### config.mk
export PLATFORM = sky130hd
export DESIGN_NAME = pc_fetch_ctrl_flat
export DESIGN_NICKNAME = d
export VERILOG_FILES = /design/src/rtl/cpu_pkg.sv /design/src/rtl/pc_fetch_ctrl_pkg.sv /design/src/rtl/pc_fetch_ctrl_if.sv /design/src/rtl/pc_fetch_ctrl_next.sv /design/src/rtl/pc_fetch_ctrl.sv /design/src/flat_wrapper.sv
export SDC_FILE = /design/constraint.sdc
export NUM_CORES = 1
export LEC_CHECK = 0
export CORE_MARGIN = 4
export CORE_UTILIZATION = 50
export CTS_BUF_LIST = sky130_fd_sc_hd__clkbuf_4 sky130_fd_sc_hd__clkbuf_8
export CTS_CLUSTER_DIAMETER = 200
export DETAILED_ROUTE_END_ITERATION = 8
export HOLD_SLACK_MARGIN = 0.12
export MAX_ROUTING_LAYER = met4
export PLACE_DENSITY_LB_ADDON = 0.12
export SLEW_MARGIN = 20
export SYNTH_ARGS = -nofsm -noshare
export SYNTH_HDL_FRONTEND = slang
export SYNTH_SLANG_ARGS = --single-unit
### constraint.sdc
create_clock -name clk -period 12 [get_ports clk]
set_input_delay 3.6 -clock clk [delete_from_list [all_inputs] [get_ports clk]]
set_output_delay 3.6 -clock clk [all_outputs]
set_load 0.005 [all_outputs]
### src/rtl/cpu_pkg.sv
// Shared CPU-wide definitions: decoded operation type and default datapath width.
package cpu_pkg;

    localparam int XLEN_DEF = 32;

    typedef enum logic [4:0] {
        CU_ERROR,
        CU_ADDI,
        CU_ADD,
        CU_LUI,
        CU_LW,
        CU_SW,
        CU_JAL,
        CU_JALR,
        CU_BEQ,
        CU_BNE,
        CU_BLT,
        CU_BGE,
        CU_BLTU,
        CU_BGEU
    } cuOPType;

endpackage

### src/rtl/pc_fetch_ctrl_pkg.sv
// Local definitions for the PC / fetch controller.
package pc_fetch_ctrl_pkg;

    typedef enum logic [1:0] {
        BOOT,
        FETCH,
        WAIT,
        TRAP
    } fetch_state_e;

    localparam logic [31:0] TRAP_VECTOR_DEF = 32'h0000_0100;

endpackage

### src/rtl/pc_fetch_ctrl_if.sv
// Bundle between control unit / ALU flags, instruction memory and fetch controller.
interface pc_fetch_ctrl_if #(
    parameter int XLEN  = cpu_pkg::XLEN_DEF,
    parameter int CNT_W = 32
) ();

    cpu_pkg::cuOPType  cu_op;
    logic [XLEN-1:0]   rs1_read;
    logic [XLEN-1:0]   imm;
    logic              alu_neg;
    logic              zero;
    logic              iready;
    logic              stall;
    logic              ireq;
    logic [XLEN-1:0]   iaddr;
    logic [XLEN-1:0]   link_addr;
    logic [CNT_W-1:0]  instret;
    logic              misalign;
    logic [XLEN-1:0]   bad_addr;

    modport master (
        input  cu_op, rs1_read, imm, alu_neg, zero, iready, stall,
        output ireq, iaddr, link_addr, instret, misalign, bad_addr
    );

    modport slave (
        output cu_op, rs1_read, imm, alu_neg, zero, iready, stall,
        input  ireq, iaddr, link_addr, instret, misalign, bad_addr
    );

endinterface

### src/rtl/pc_fetch_ctrl_next.sv
// Combinational next-PC mux and target misalignment check.
module pc_next_calc
    import cpu_pkg::*;
#(
    parameter int XLEN = XLEN_DEF
) (
    input  cuOPType          op_i,
    input  logic [XLEN-1:0]  pc_i,
    input  logic [XLEN-1:0]  rs1_i,
    input  logic [XLEN-1:0]  imm_i,
    input  logic             alu_neg_i,
    input  logic             zero_i,
    output logic [XLEN-1:0]  next_pc_o,
    output logic             misalign_o
);

    logic [XLEN-1:0] seq_pc;
    logic [XLEN-1:0] rel_pc;
    logic [XLEN-1:0] reg_sum;
    logic            take;

    assign seq_pc  = pc_i + XLEN'(4);
    assign rel_pc  = pc_i + imm_i;
    assign reg_sum = rs1_i + imm_i;

    always_comb begin
        take = 1'b0;
        case (op_i)
            CU_JAL:  take = 1'b1;
            CU_BEQ:  take = zero_i;
            CU_BNE:  take = ~zero_i;
            CU_BLT,
            CU_BLTU: take = alu_neg_i;
            CU_BGE,
            CU_BGEU: take = ~alu_neg_i;
            default: take = 1'b0;
        endcase
    end

    // JALR clears bit 0 of the register-relative target
    always_comb begin
        next_pc_o = take ? rel_pc : seq_pc;
        if (op_i == CU_JALR) begin
            next_pc_o = {reg_sum[XLEN-1:1], 1'b0};
        end
    end

    assign misalign_o = |next_pc_o[1:0];

endmodule

### src/rtl/pc_fetch_ctrl.sv
// PC register and fetch-request sequencer with stall hold and misaligned-target trap.
module pc_fetch_ctrl
    import cpu_pkg::*;
    import pc_fetch_ctrl_pkg::*;
#(
    parameter int              XLEN         = XLEN_DEF,
    parameter logic [XLEN-1:0] RESET_VECTOR = '0,
    parameter logic [XLEN-1:0] TRAP_VECTOR  = XLEN'(TRAP_VECTOR_DEF),
    parameter int              CNT_W        = 32
) (
    input  logic            clk,
    input  logic            RST,
    pc_fetch_ctrl_if.master bus
);

    fetch_state_e     state_q, state_d;
    logic [XLEN-1:0]  pc_q, pc_d;
    logic [XLEN-1:0]  pend_q, pend_d;
    logic [XLEN-1:0]  bad_q, bad_d;
    logic [CNT_W-1:0] cnt_q, cnt_d;
    logic [XLEN-1:0]  next_pc;
    logic             tgt_mis;
    logic             ireq_w;
    logic             mis_w;

    pc_next_calc #(
        .XLEN(XLEN)
    ) u_next (
        .op_i      (bus.cu_op),
        .pc_i      (pc_q),
        .rs1_i     (bus.rs1_read),
        .imm_i     (bus.imm),
        .alu_neg_i (bus.alu_neg),
        .zero_i    (bus.zero),
        .next_pc_o (next_pc),
        .misalign_o(tgt_mis)
    );

    always_ff @(posedge clk or posedge RST) begin
        if (RST) begin
            state_q <= BOOT;
            pc_q    <= RESET_VECTOR;
            pend_q  <= '0;
            bad_q   <= '0;
            cnt_q   <= '0;
        end else begin
            state_q <= state_d;
            pc_q    <= pc_d;
            pend_q  <= pend_d;
            bad_q   <= bad_d;
            cnt_q   <= cnt_d;
        end
    end

    always_comb begin
        state_d = state_q;
        pc_d    = pc_q;
        pend_d  = pend_q;
        bad_d   = bad_q;
        cnt_d   = cnt_q;
        ireq_w  = 1'b0;
        mis_w   = 1'b0;
        unique case (state_q)
            BOOT: state_d = FETCH;
            FETCH: begin
                ireq_w = 1'b1;
                // trap outranks stall so a bad target never parks in WAIT
                if (bus.iready) begin
                    if (tgt_mis) begin
                        pc_d    = TRAP_VECTOR;
                        bad_d   = next_pc;
                        state_d = TRAP;
                    end else if (bus.stall) begin
                        pend_d  = next_pc;
                        state_d = WAIT;
                    end else begin
                        pc_d  = next_pc;
                        cnt_d = cnt_q + CNT_W'(1);
                    end
                end
            end
            WAIT: begin
                if (!bus.stall) begin
                    pc_d    = pend_q;
                    cnt_d   = cnt_q + CNT_W'(1);
                    state_d = FETCH;
                end
            end
            TRAP: begin
                mis_w   = 1'b1;
                state_d = FETCH;
            end
            default: state_d = BOOT;
        endcase
    end

    assign bus.ireq      = ireq_w;
    assign bus.misalign  = mis_w;
    assign bus.iaddr     = pc_q;
    assign bus.link_addr = pc_q + XLEN'(4);
    assign bus.instret   = cnt_q;
    assign bus.bad_addr  = bad_q;

endmodule

### src/flat_wrapper.sv
// flat-port wrapper written by rule: the top's interface ports become plain ports
module pc_fetch_ctrl_flat import cpu_pkg::*; import pc_fetch_ctrl_pkg::*;
#(
    parameter int              XLEN         = XLEN_DEF,
    parameter logic [XLEN-1:0] RESET_VECTOR = '0,
    parameter logic [XLEN-1:0] TRAP_VECTOR  = XLEN'(TRAP_VECTOR_DEF),
    parameter int              CNT_W        = 32
)
  (clk, RST, bus_cu_op, bus_rs1_read, bus_imm, bus_alu_neg, bus_zero, bus_iready, bus_stall, bus_ireq, bus_iaddr, bus_link_addr, bus_instret, bus_misalign, bus_bad_addr);
  pc_fetch_ctrl_if #(.XLEN(XLEN), .CNT_W(CNT_W)) bus_i ();
  input  logic clk;
  input  logic RST;
  input wire logic [$bits(bus_i.cu_op)-1:0] bus_cu_op;
  input wire logic [$bits(bus_i.rs1_read)-1:0] bus_rs1_read;
  input wire logic [$bits(bus_i.imm)-1:0] bus_imm;
  input wire logic [$bits(bus_i.alu_neg)-1:0] bus_alu_neg;
  input wire logic [$bits(bus_i.zero)-1:0] bus_zero;
  input wire logic [$bits(bus_i.iready)-1:0] bus_iready;
  input wire logic [$bits(bus_i.stall)-1:0] bus_stall;
  output wire logic [$bits(bus_i.ireq)-1:0] bus_ireq;
  output wire logic [$bits(bus_i.iaddr)-1:0] bus_iaddr;
  output wire logic [$bits(bus_i.link_addr)-1:0] bus_link_addr;
  output wire logic [$bits(bus_i.instret)-1:0] bus_instret;
  output wire logic [$bits(bus_i.misalign)-1:0] bus_misalign;
  output wire logic [$bits(bus_i.bad_addr)-1:0] bus_bad_addr;
  assign bus_i.cu_op = bus_cu_op;
  assign bus_i.rs1_read = bus_rs1_read;
  assign bus_i.imm = bus_imm;
  assign bus_i.alu_neg = bus_alu_neg;
  assign bus_i.zero = bus_zero;
  assign bus_i.iready = bus_iready;
  assign bus_i.stall = bus_stall;
  assign bus_ireq = bus_i.ireq;
  assign bus_iaddr = bus_i.iaddr;
  assign bus_link_addr = bus_i.link_addr;
  assign bus_instret = bus_i.instret;
  assign bus_misalign = bus_i.misalign;
  assign bus_bad_addr = bus_i.bad_addr;
  pc_fetch_ctrl #(.XLEN(XLEN), .RESET_VECTOR(RESET_VECTOR), .TRAP_VECTOR(TRAP_VECTOR), .CNT_W(CNT_W)) u_core (.clk(clk), .RST(RST), .bus(bus_i));
endmodule
==> results of run 1 <==
## through the flow
stage               setup slack, ns  hold slack, ns  total power [mW]  utilization [%]  cells
floorplan                      4.93           0.441              1.41                -   1129
global placement               4.75           0.453              2.00             62.9   1554
detailed placement             4.67           0.462              2.01             62.9   1554
CTS                            5.12           0.474              2.35             64.7   1584
global route                   4.90           0.497              2.53             64.8   1585
finish                         5.19           0.466              2.35             64.8   1585
## power breakdown
part,switching [mW],internal [mW],total [mW]
logic,0.635,0.624,1.26
registers,0.180,0.586,0.766
clock network,0.154,0.173,0.327
## placed cells by master (no fill, tap or decap), types with 22 or more instances in the layout
master / n
a21o_1: 25
a21oi_1: 107
and3_1: 26
clkdlybuf4s50_1: 204
dfrtp_1: 130
ha_1: 63
inv_1: 23
nand2_1: 152
nand3_1: 50
nand4_1: 22
nor2_1: 68
o21ai_0: 106
xnor2_1: 70
xor2_1: 44
## final timing paths
check | from | end | slack (ns)
max | bus_imm[0] | u_core.bus.iaddr[22] | 5.19
max in group asynchronous | RST | u_core.pend_q[9] | 6.99
min reg2reg | u_core.bus.instret[31] | u_core.bus.instret[31] | 0.47
max reg2reg | u_core.bus.iaddr[0] | u_core.bus.iaddr[22] | 8.31
min | u_core.bus.instret[31] | u_core.bus.instret[31] | 0.47
min in group asynchronous | RST | u_core.pend_q[24] | 3.63
## critical path, cell delays in order
cell	delay, ns
clkdlybuf4s50_1	0.46
ha_1	0.23
fa_1	0.43
a211oi_1	0.22
nor2_1	0.11
a211o_1	0.33
a211oi_2	0.39
o21ai_0	0.23
xnor2_1	0.17
a222oi_1	0.61
nor2_1	0.09
a21oi_1	0.13
o21ai_0	0.08
## cells by family (layout without fill, tap and decap cells)
group	count (synthesis)	after routing	synth area share, %
AND/OR/NAND/NOR	383	383	19.0
AO/OA/AOI/OAI	349	349	23.1
flip-flops	130	130	33.8
XOR/XNOR	114	114	10.4
adder cells (fa/ha/maj)	65	65	8.61
multiplexers	18	18	2.07
buffers and inverters	70	266	3.06
## sequential cells by signal, indices dropped and copies added (netlist names)
signal               cells
u_core.bus.iaddr        32
u_core.bus.bad_addr     32
u_core.pend_q           32
u_core.bus.instret      32
u_core.state_q           2
## cell type report
| cell class | instances | share of cell area, % |
|---|---|---|
| well taps | 260 | 2.67 |
| multi-input cells | 929 | 49.8 |
| clock inverters | 7 | 0.513 |
| flip-flops and latches | 130 | 26.7 |
| repair buffers | 212 | 17.3 |
| inverters | 24 | 0.759 |
| clock buffers | 23 | 2.29 |
## per-layer routing
metal | share of wire, % | vias up | wire length, µm | global-route usage (%)
met5 | 0 | - | 0 | -
met4 | 0.97 | 0 | 285 | 4.89
met3 | 8.4 | 24 | 2470 | 5.49
met2 | 43 | 362 | 12800 | 40.7
met1 | 47 | 4381 | 13900 | 41.4
li1 | - | 4463 | - | -
==> results.cfg, run 1 <==
[status]
status = complete, no violations

[yosys]
ys_seq_area_share_pct = 33.8
async_reset_ff_share_pct = 100
yosys_warnings = 0
synth_cell_type_count = 75
synth_cells = 1129
yosysTopAreaCellShare_pct = 33.8
synth_most_common_cell = nand2_1
synth.top_cells.by_count = nand2_1 (152), dfrtp_1 (130), a21oi_1 (107)
synth_top_area_cell = dfrtp_1
synth_edf_count = 0
ys_ff_latch = 130
synth_ff_type = dfrtp_1
syn_area_um2 = 9620
syn_nets = 1269
synth_area_leaders = dfrtp_1 (34%), ha_1 (8.2%), xnor2_1 (6.4%), nand2_1 (5.9%), a21oi_1 (5.6%)
avgSynthCellArea_um2 = 8.52

[timing]
max_freq_mhz = 147
fin_setup_tns_ns = 0
finClkSkew_ns = 0.00976
post-route-period-util_pct = 56.7
finalSetupViolations = 0
slew_headroom_pct = 38.4
period_needed_ns = 6.81
drv_slew = 0
finalHoldViolations = 0
tightestPinTransition_ns = 0.924
rsz0062_at_grt = false

[power_and_ir_drop]
peakVddDrop_uv = 116
p_leak_nw = 5.32
power_density_nw_per_um2 = 193

[clock_network]
cts_setup_buffers = 0
cts_htree_levels = 4
clk_pin_slew_ns = 0.07
clock-sinks = 130
clock_latency_ns = 0.41
cts_tree = done
cts_hold_buf = 0
cts_resized = 0
cts_root_buffer = clkbuf_8
cts_max_path_buffers = 2
cts_buffers = 17

[finish]
drive_gt1_share_pct = 5.96
antenna_cells = 0
multi_input_area_um2 = 6080
nFillCells = 1596
seqCellArea_um2 = 3250
syn_to_final_growth_pct = 26.8
nets = 1454
finalInstanceArea_um2 = 12200

[routing]
drt-initial-drc-count = 822
dr.pass1.iters = 5
wl_per_cell_um = 18.6
postRouteWirelength_mm = 29.5
drcViolationCount = 0
vias = 9230
via_per_inst = 5.82
drtAntennaViolNets = 0

[worst_setup_path]
arrival_ns = 7.09
crit_type = in2reg
critPathLaunchType = input pin
crit_path_end_kind = flip-flop
ff2ff_path_depth = 12
required_ns = 12.28
path_max_fanout = 4

[floorplanning]
die_w_um = 147
start_util_pct = 51.1
die_area_um2 = 21500
coreArea_um2 = 18800
num_io_pins = 205
row_count = 50
die_h_um = 147

[worst_hold_path]
hold_path_class = reg2reg
hold_depth = 1

[placement]
gp_congestion = 1.00
io_buffer_count = 204
post_dp_cell_area_um2 = 11800
dpl.hpwl_mm = 23.3

[grt]
grt_overflow = 0
grt_max_degree = 77
antenna_found_initial = 0
grt_pass1_wl_mm = 47.6
grt.total_usage_pct = 28.0
grt_pass1_vias = 8807

[job]
drv_cap = 0
No activity file was read; power rests on OpenSTA's default activity.
==> inputs of run 2 (changes only) <==
--- a/config.mk
+++ b/config.mk
@@ -6,7 +6,7 @@
 export NUM_CORES = 1
 export LEC_CHECK = 0
 export CORE_MARGIN = 4
-export CORE_UTILIZATION = 50
+export CORE_UTILIZATION = 48
 export CTS_BUF_LIST = sky130_fd_sc_hd__clkbuf_4 sky130_fd_sc_hd__clkbuf_8
 export CTS_CLUSTER_DIAMETER = 200
 export DETAILED_ROUTE_END_ITERATION = 8
==> constraint.sdc (replaced) <==
create_clock -name clk -period 5.77 [get_ports clk]
set_input_delay 1.731 -clock clk [delete_from_list [all_inputs] [get_ports clk]]
set_output_delay 1.731 -clock clk [all_outputs]
set_load 0.005 [all_outputs]
==> run 2 against run 1 <==
Net effect: clock skew is essentially flat; first-iteration DRC count grew 13%; cell count grew 0.69%; sequential power grew 110%; flip-flop and latch count is the same; via count grew 1.1%; global-route usage grew 0.20 points; critical endpoint is now bus_link_addr[26]; largest cell class unchanged; largest power group unchanged; highest routed layer unchanged.
==> results.cfg, run 2 (same netlist as run 1, synthesis figures left out) <==
[clock_network]
cts_max_path_buffers = 2
cts_setup_buffers = 0
cts_resized = 0
cts_tree = done
cts_buffers = 17
cts_hold_buf = 0
cts_htree_levels = 4
clk_pin_slew_ns = 0.07
cts_root_buffer = clkbuf_8
clock_latency_ns = 0.44
clock-sinks = 130

[finish]
syn_to_final_growth_pct = 28.6
layoutNonFillerInstCount = 1596
final_cell_mix = clkdlybuf4s50_1 (204), nand2_1 (152), dfrtp_1 (130), a21oi_1 (107), o21ai_0 (106)
seqCellArea_um2 = 3250
drive_gt1_share_pct = 6.39
antenna_cells = 0
nFillCells = 1737
nets = 1458
final_common_cell = clkdlybuf4s50_1
finalInstanceArea_um2 = 12400
multi_input_area_um2 = 6080

[power_and_ir_drop]
peakVddDrop_uv = 213
power.total_mw = 5.15
clockPowerShare_pct = 17.5
p_leak_nw = 5.38
seq_power_share_pct = 31.0
power_density_nw_per_um2 = 416
p_sw_share_pct = 40.5
combPwrFrac_pct = 51.5
p_int_mw = 3.07
switchingPower_mw = 2.08

[timing]
tightestPinTransition_ns = 0.888
max_freq_mhz = 205
drv_slew = 0
post-route-period-util_pct = 84.6
finClkSkew_ns = 0.00942
rsz0062_at_grt = false
period_needed_ns = 4.88
fin_setup_tns_ns = 0
finalSetupViolations = 0
slew_headroom_pct = 40.7
finalHoldViolations = 0

[worst_setup_path]
cp.depth = 8
reg2reg_from = u_core.bus.iaddr[0]
crit_path_end_kind = output port
critPathLaunchType = flip-flop
required_ns = 4.04
endpoint = bus_link_addr[26]
crit_chain = ha_1 > nand3_1 > nor2_1 > nand3_1 > nor2_1 > nand4_1 > xnor2_1 > clkdlybuf4s50_1
path_max_fanout = 6
ff2ff_path_depth = 12
reg2reg_to = u_core.bus.iaddr[26]
crit_start = u_core.bus.iaddr[3]
cp_top_family = simple AND/OR/NAND/NOR gates
arrival_ns = 3.15
r2r_setup_slack_ns = 2.17
crit_type = reg2out
worst-path-buf-inv = 1
slowest_delay_ns = 0.57
critical_path.slowest_cell = clkdlybuf4s50_1

[grt]
grt.total_usage_pct = 28.2
antenna_found_initial = 0
grt_pass1_wl_mm = 48.2
grt_overflow = 0
grt_max_degree = 82
grt_pass1_vias = 8887

[floorplanning]
die_area_um2 = 22400
row_count = 51
num_io_pins = 205
die_w_um = 150
die_h_um = 150
start_util_pct = 49.1
coreArea_um2 = 19600

[routing]
wl_met1_mm = 14.8
vias = 9334
dr_wl_met2_mm = 13.4
wl_per_cell_um = 19.5
dr.pass1.iters = 5
drt-initial-drc-count = 925
via_per_inst = 5.85
drcViolationCount = 0
wl_met3_mm = 2.44
drtAntennaViolNets = 0
postRouteWirelength_mm = 31.1
highest_layer = met4

[placement]
dpl.hpwl_mm = 24.5
io_buffer_count = 204
post_dp_cell_area_um2 = 11900
place_inst = 1564
gp_congestion = 0.947

[worst_hold_path]
hold_path_class = reg2reg

[job]
drv_cap = 0

[status]
status = complete, no violations
## run 2: cell types whose count changed in the layout (fill, tap and decap cells not counted), sizes merged
cell | before | now
buf | 8 | 12
clkinv | 5 | 1
clkbuf | 23 | 20
bufinv | 1 | 5
clkinvlp | 1 | 4
inv | 24 | 26
## run 2: worst register-to-register path: cells and delay by family (launching register included)
family                     cells  cell delay [ns]
AOI/OAI and AO/OA              6             1.63
xor gates and xnor gates       1             0.11
adders and majority gates      2             0.70
DFF                            1             0.47
and+or+nand+nor                3             0.59
## run 2: worst min-delay path by stage
stage                           start                      to  slack (ns)  depth (start not counted)
3_5_place_dp   u_core.bus.instret[31]  u_core.bus.instret[31]        0.46                          1
6_report       u_core.bus.instret[31]  u_core.bus.instret[31]        0.47                          1
2_1_floorplan       u_core.pend_q[16]       u_core.pend_q[16]        0.44                          2
4_1_cts        u_core.bus.instret[31]  u_core.bus.instret[31]        0.48                          1
5_1_grt        u_core.bus.bad_addr[2]  u_core.bus.bad_addr[2]        0.50                          2
3_3_place_gp        u_core.pend_q[18]       u_core.pend_q[18]        0.45                          2
## run 2: power by group through the flow
stage          sequential (mW)  combinational (mW)  clock (mW)
2_1_floorplan             1.50                1.45           0
3_3_place_gp              1.59                2.60           0
3_5_place_dp              1.60                2.61           0
4_1_cts                   1.59                2.63       0.913
5_1_grt                   1.64                2.90       0.955
6_report                  1.60                2.65       0.902
## run 2: per-layer routing
metal  vias to the layer above  track usage, %
li1                       4472               -
met2                       348            40.7
met1                      4476            40.7
met3                        38            6.48
met4                         0            6.18
met5                         -               -
## run 2: metrics by stage
stage	util, %	hold WS (ns)	setup WS [ns]
after global placement	60.8	0.454	0.610
after detailed placement	60.8	0.461	0.567
after CTS	63.2	0.475	0.853
after global routing	63.2	0.503	0.657
after floorplan	-	0.441	0.570
final	63.2	0.469	0.888
## run 2: layout make-up
type	count	area share (%)
clock inverters	12	1.64
flip-flops and latches	130	26.3
well taps	265	2.68
repair buffers	216	17.3
multi-input cells	929	49.1
inverters	24	0.768
clock buffers	20	2.17
==> inputs of run 3 (changes only) <==
==> constraint.sdc (replaced) <==
create_clock -name clk -period 4.35 [get_ports clk]
set_input_delay 1.305 -clock clk [delete_from_list [all_inputs] [get_ports clk]]
set_output_delay 1.305 -clock clk [all_outputs]
set_load 0.005 [all_outputs]
==> run 3 against run 2 <==
Net effect: non-clock buffer count is 109 higher; register-to-register slack worse by 1.2 ns; utilization is 4.1 points higher; sequential power is 30% higher; largest cell class unchanged.
==> results.cfg, run 3 (same netlist as run 1, synthesis figures left out) <==
[status]
status = complete, no violations

[grt]
grt_overflow = 0
grt_pass1_vias = 9370
grt_max_degree = 56
grt_pass1_wl_mm = 50.9
antenna_found_initial = 0
grt.total_usage_pct = 29.5

[floorplanning]
die_w_um = 150
num_io_pins = 205
row_count = 51
die_h_um = 150
start_util_pct = 49.1
coreArea_um2 = 19600
die_area_um2 = 22400

[routing]
highest_layer = met4
wl_per_cell_um = 18.6
wl_met3_mm = 2.51
postRouteWirelength_mm = 31.8
drt-initial-drc-count = 759
dr.pass1.iters = 6
drtAntennaViolNets = 0
wl_met1_mm = 15.4
drcViolationCount = 0
vias = 9667
dr_wl_met2_mm = 13.5
via_per_inst = 5.67

[timing]
finalHoldViolations = 0
tightestPinTransition_ns = 0.901
finClkSkew_ns = 0.00811
drv_slew = 0
max_freq_mhz = 239
slew_headroom_pct = 39.8
period_needed_ns = 4.19
rsz0062_at_grt = false
post-route-period-util_pct = 96.3
finalSetupViolations = 0
fin_hold_ws_ns = 0.482

[worst_setup_path]
slowest_delay_ns = 0.59
required_ns = 3.04
arrival_ns = 2.88
crit_type = reg2out
crit_path_end_kind = output port
path_max_fanout = 7
critical_path.slowest_cell = clkdlybuf4s50_1
critPathLaunchType = flip-flop
crit_chain = nand4_1 > nor2_1 > buf_4 > nand3_1 > nor2_1 > nand3_1 > xnor2_1 > clkdlybuf4s50_1

[placement]
dpl.hpwl_mm = 25.5
post_dp_cell_area_um2 = 12800
io_buffer_count = 204
gp_congestion = 0.969

[clock_network]
clock-sinks = 130
cts_htree_levels = 4
cts_buffers = 17
cts_tree = done
cts_root_buffer = clkbuf_8
cts_max_path_buffers = 2
clk_pin_slew_ns = 0.08
clock_latency_ns = 0.43
cts_hold_buf = 0

[worst_hold_path]
hold_path_class = reg2reg

[finish]
finalInstanceArea_um2 = 13200
final_cell_mix = clkdlybuf4s50_1 (204), nand2_1 (152), dfrtp_1 (130), buf_4 (116), a21oi_1 (107)
syn_to_final_growth_pct = 37.0
multi_input_area_um2 = 6100
final_common_cell = clkdlybuf4s50_1
nets = 1567
drive_gt1_share_pct = 13.8
seqCellArea_um2 = 3250
antenna_cells = 0
nFillCells = 1684

[power_and_ir_drop]
combPwrFrac_pct = 56.3
switchingPower_mw = 2.85
p_leak_nw = 5.89
power_density_nw_per_um2 = 535
peakVddDrop_uv = 396
seq_power_share_pct = 29.4
p_int_mw = 4.21
p_sw_share_pct = 40.4
clockPowerShare_pct = 14.3

[job]
drv_cap = 0
run 3: path summary, 6_finish.rpt:
kind / slack, ns / to / from / cells past startpoint
setup / recovery: 0.16 / bus_link_addr[19] / u_core.bus.iaddr[4] / 8
hold reg to reg: 0.48 / u_core.pend_q[8] / u_core.pend_q[8] / 2
hold / removal: 0.48 / u_core.pend_q[8] / u_core.pend_q[8] / 2
max in group asynchronous: 2.22 / u_core.bus.iaddr[11] / RST / 3
min in group asynchronous: 1.40 / u_core.bus.instret[31] / RST / 2
setup reg to reg: 1.00 / u_core.bus.bad_addr[28] / u_core.bus.iaddr[0] / 14
run 3: critical path: cells and delay by family (launching register included):
| kind | cells | cell delay, ns |
|---|---|---|
| AND/OR/NAND/NOR | 5 | 0.82 |
| buffers and inverters | 2 | 0.75 |
| flip-flops | 1 | 0.54 |
| XOR/XNOR | 1 | 0.34 |
run 3: routing by layer:
layer	track usage [%]	up-vias
li1	-	4687
met1	44.6	4576
met2	42.0	370
met3	4.97	34
met4	5.49	0
met5	-	-
run 3: repair_timing:
item	CTS	global route
resized for setup	1	4
buffers inserted	0	0
endpoints found under the setup margin	1	4
run 3: layout make-up:
class,count,share of cell area [%]
Inverter,24,0.712
Clock buffer,19,1.98
Tap cell,265,2.51
Sequential cell,130,24.7
Multi-Input combinational cell,929,46.2
Clock inverter,13,1.03
Timing Repair Buffer,325,22.8
run 3: per-stage QoR:
stage / setup slack [ns] / setup TNS (ns) / total power, mW / instances / utilization [%]
floorplan: 0.453 / 0 / 3.90 / 1129 / -
global placement: -0.200 / -3.24 / 5.95 / 1673 / 65.2
detailed placement: -0.234 / -4.71 / 5.98 / 1673 / 65.2
CTS: 0.0863 / 0 / 7.03 / 1705 / 67.2
global route: 0.00609 / 0 / 7.57 / 1705 / 67.3
finish: 0.162 / 0 / 7.06 / 1705 / 67.3
run 3: power by group through the flow:
| stage | sequential [mW] | combinational, mW | clock (mW) |
|---|---|---|---|
| 3_3_place_gp | 2.07 | 3.88 | 0 |
| 3_5_place_dp | 2.08 | 3.90 | 0 |
| 2_1_floorplan | 1.98 | 1.92 | 0 |
| 5_1_grt | 2.13 | 4.36 | 1.08 |
| 6_report | 2.08 | 3.97 | 1.01 |
| 4_1_cts | 2.06 | 3.94 | 1.03 |
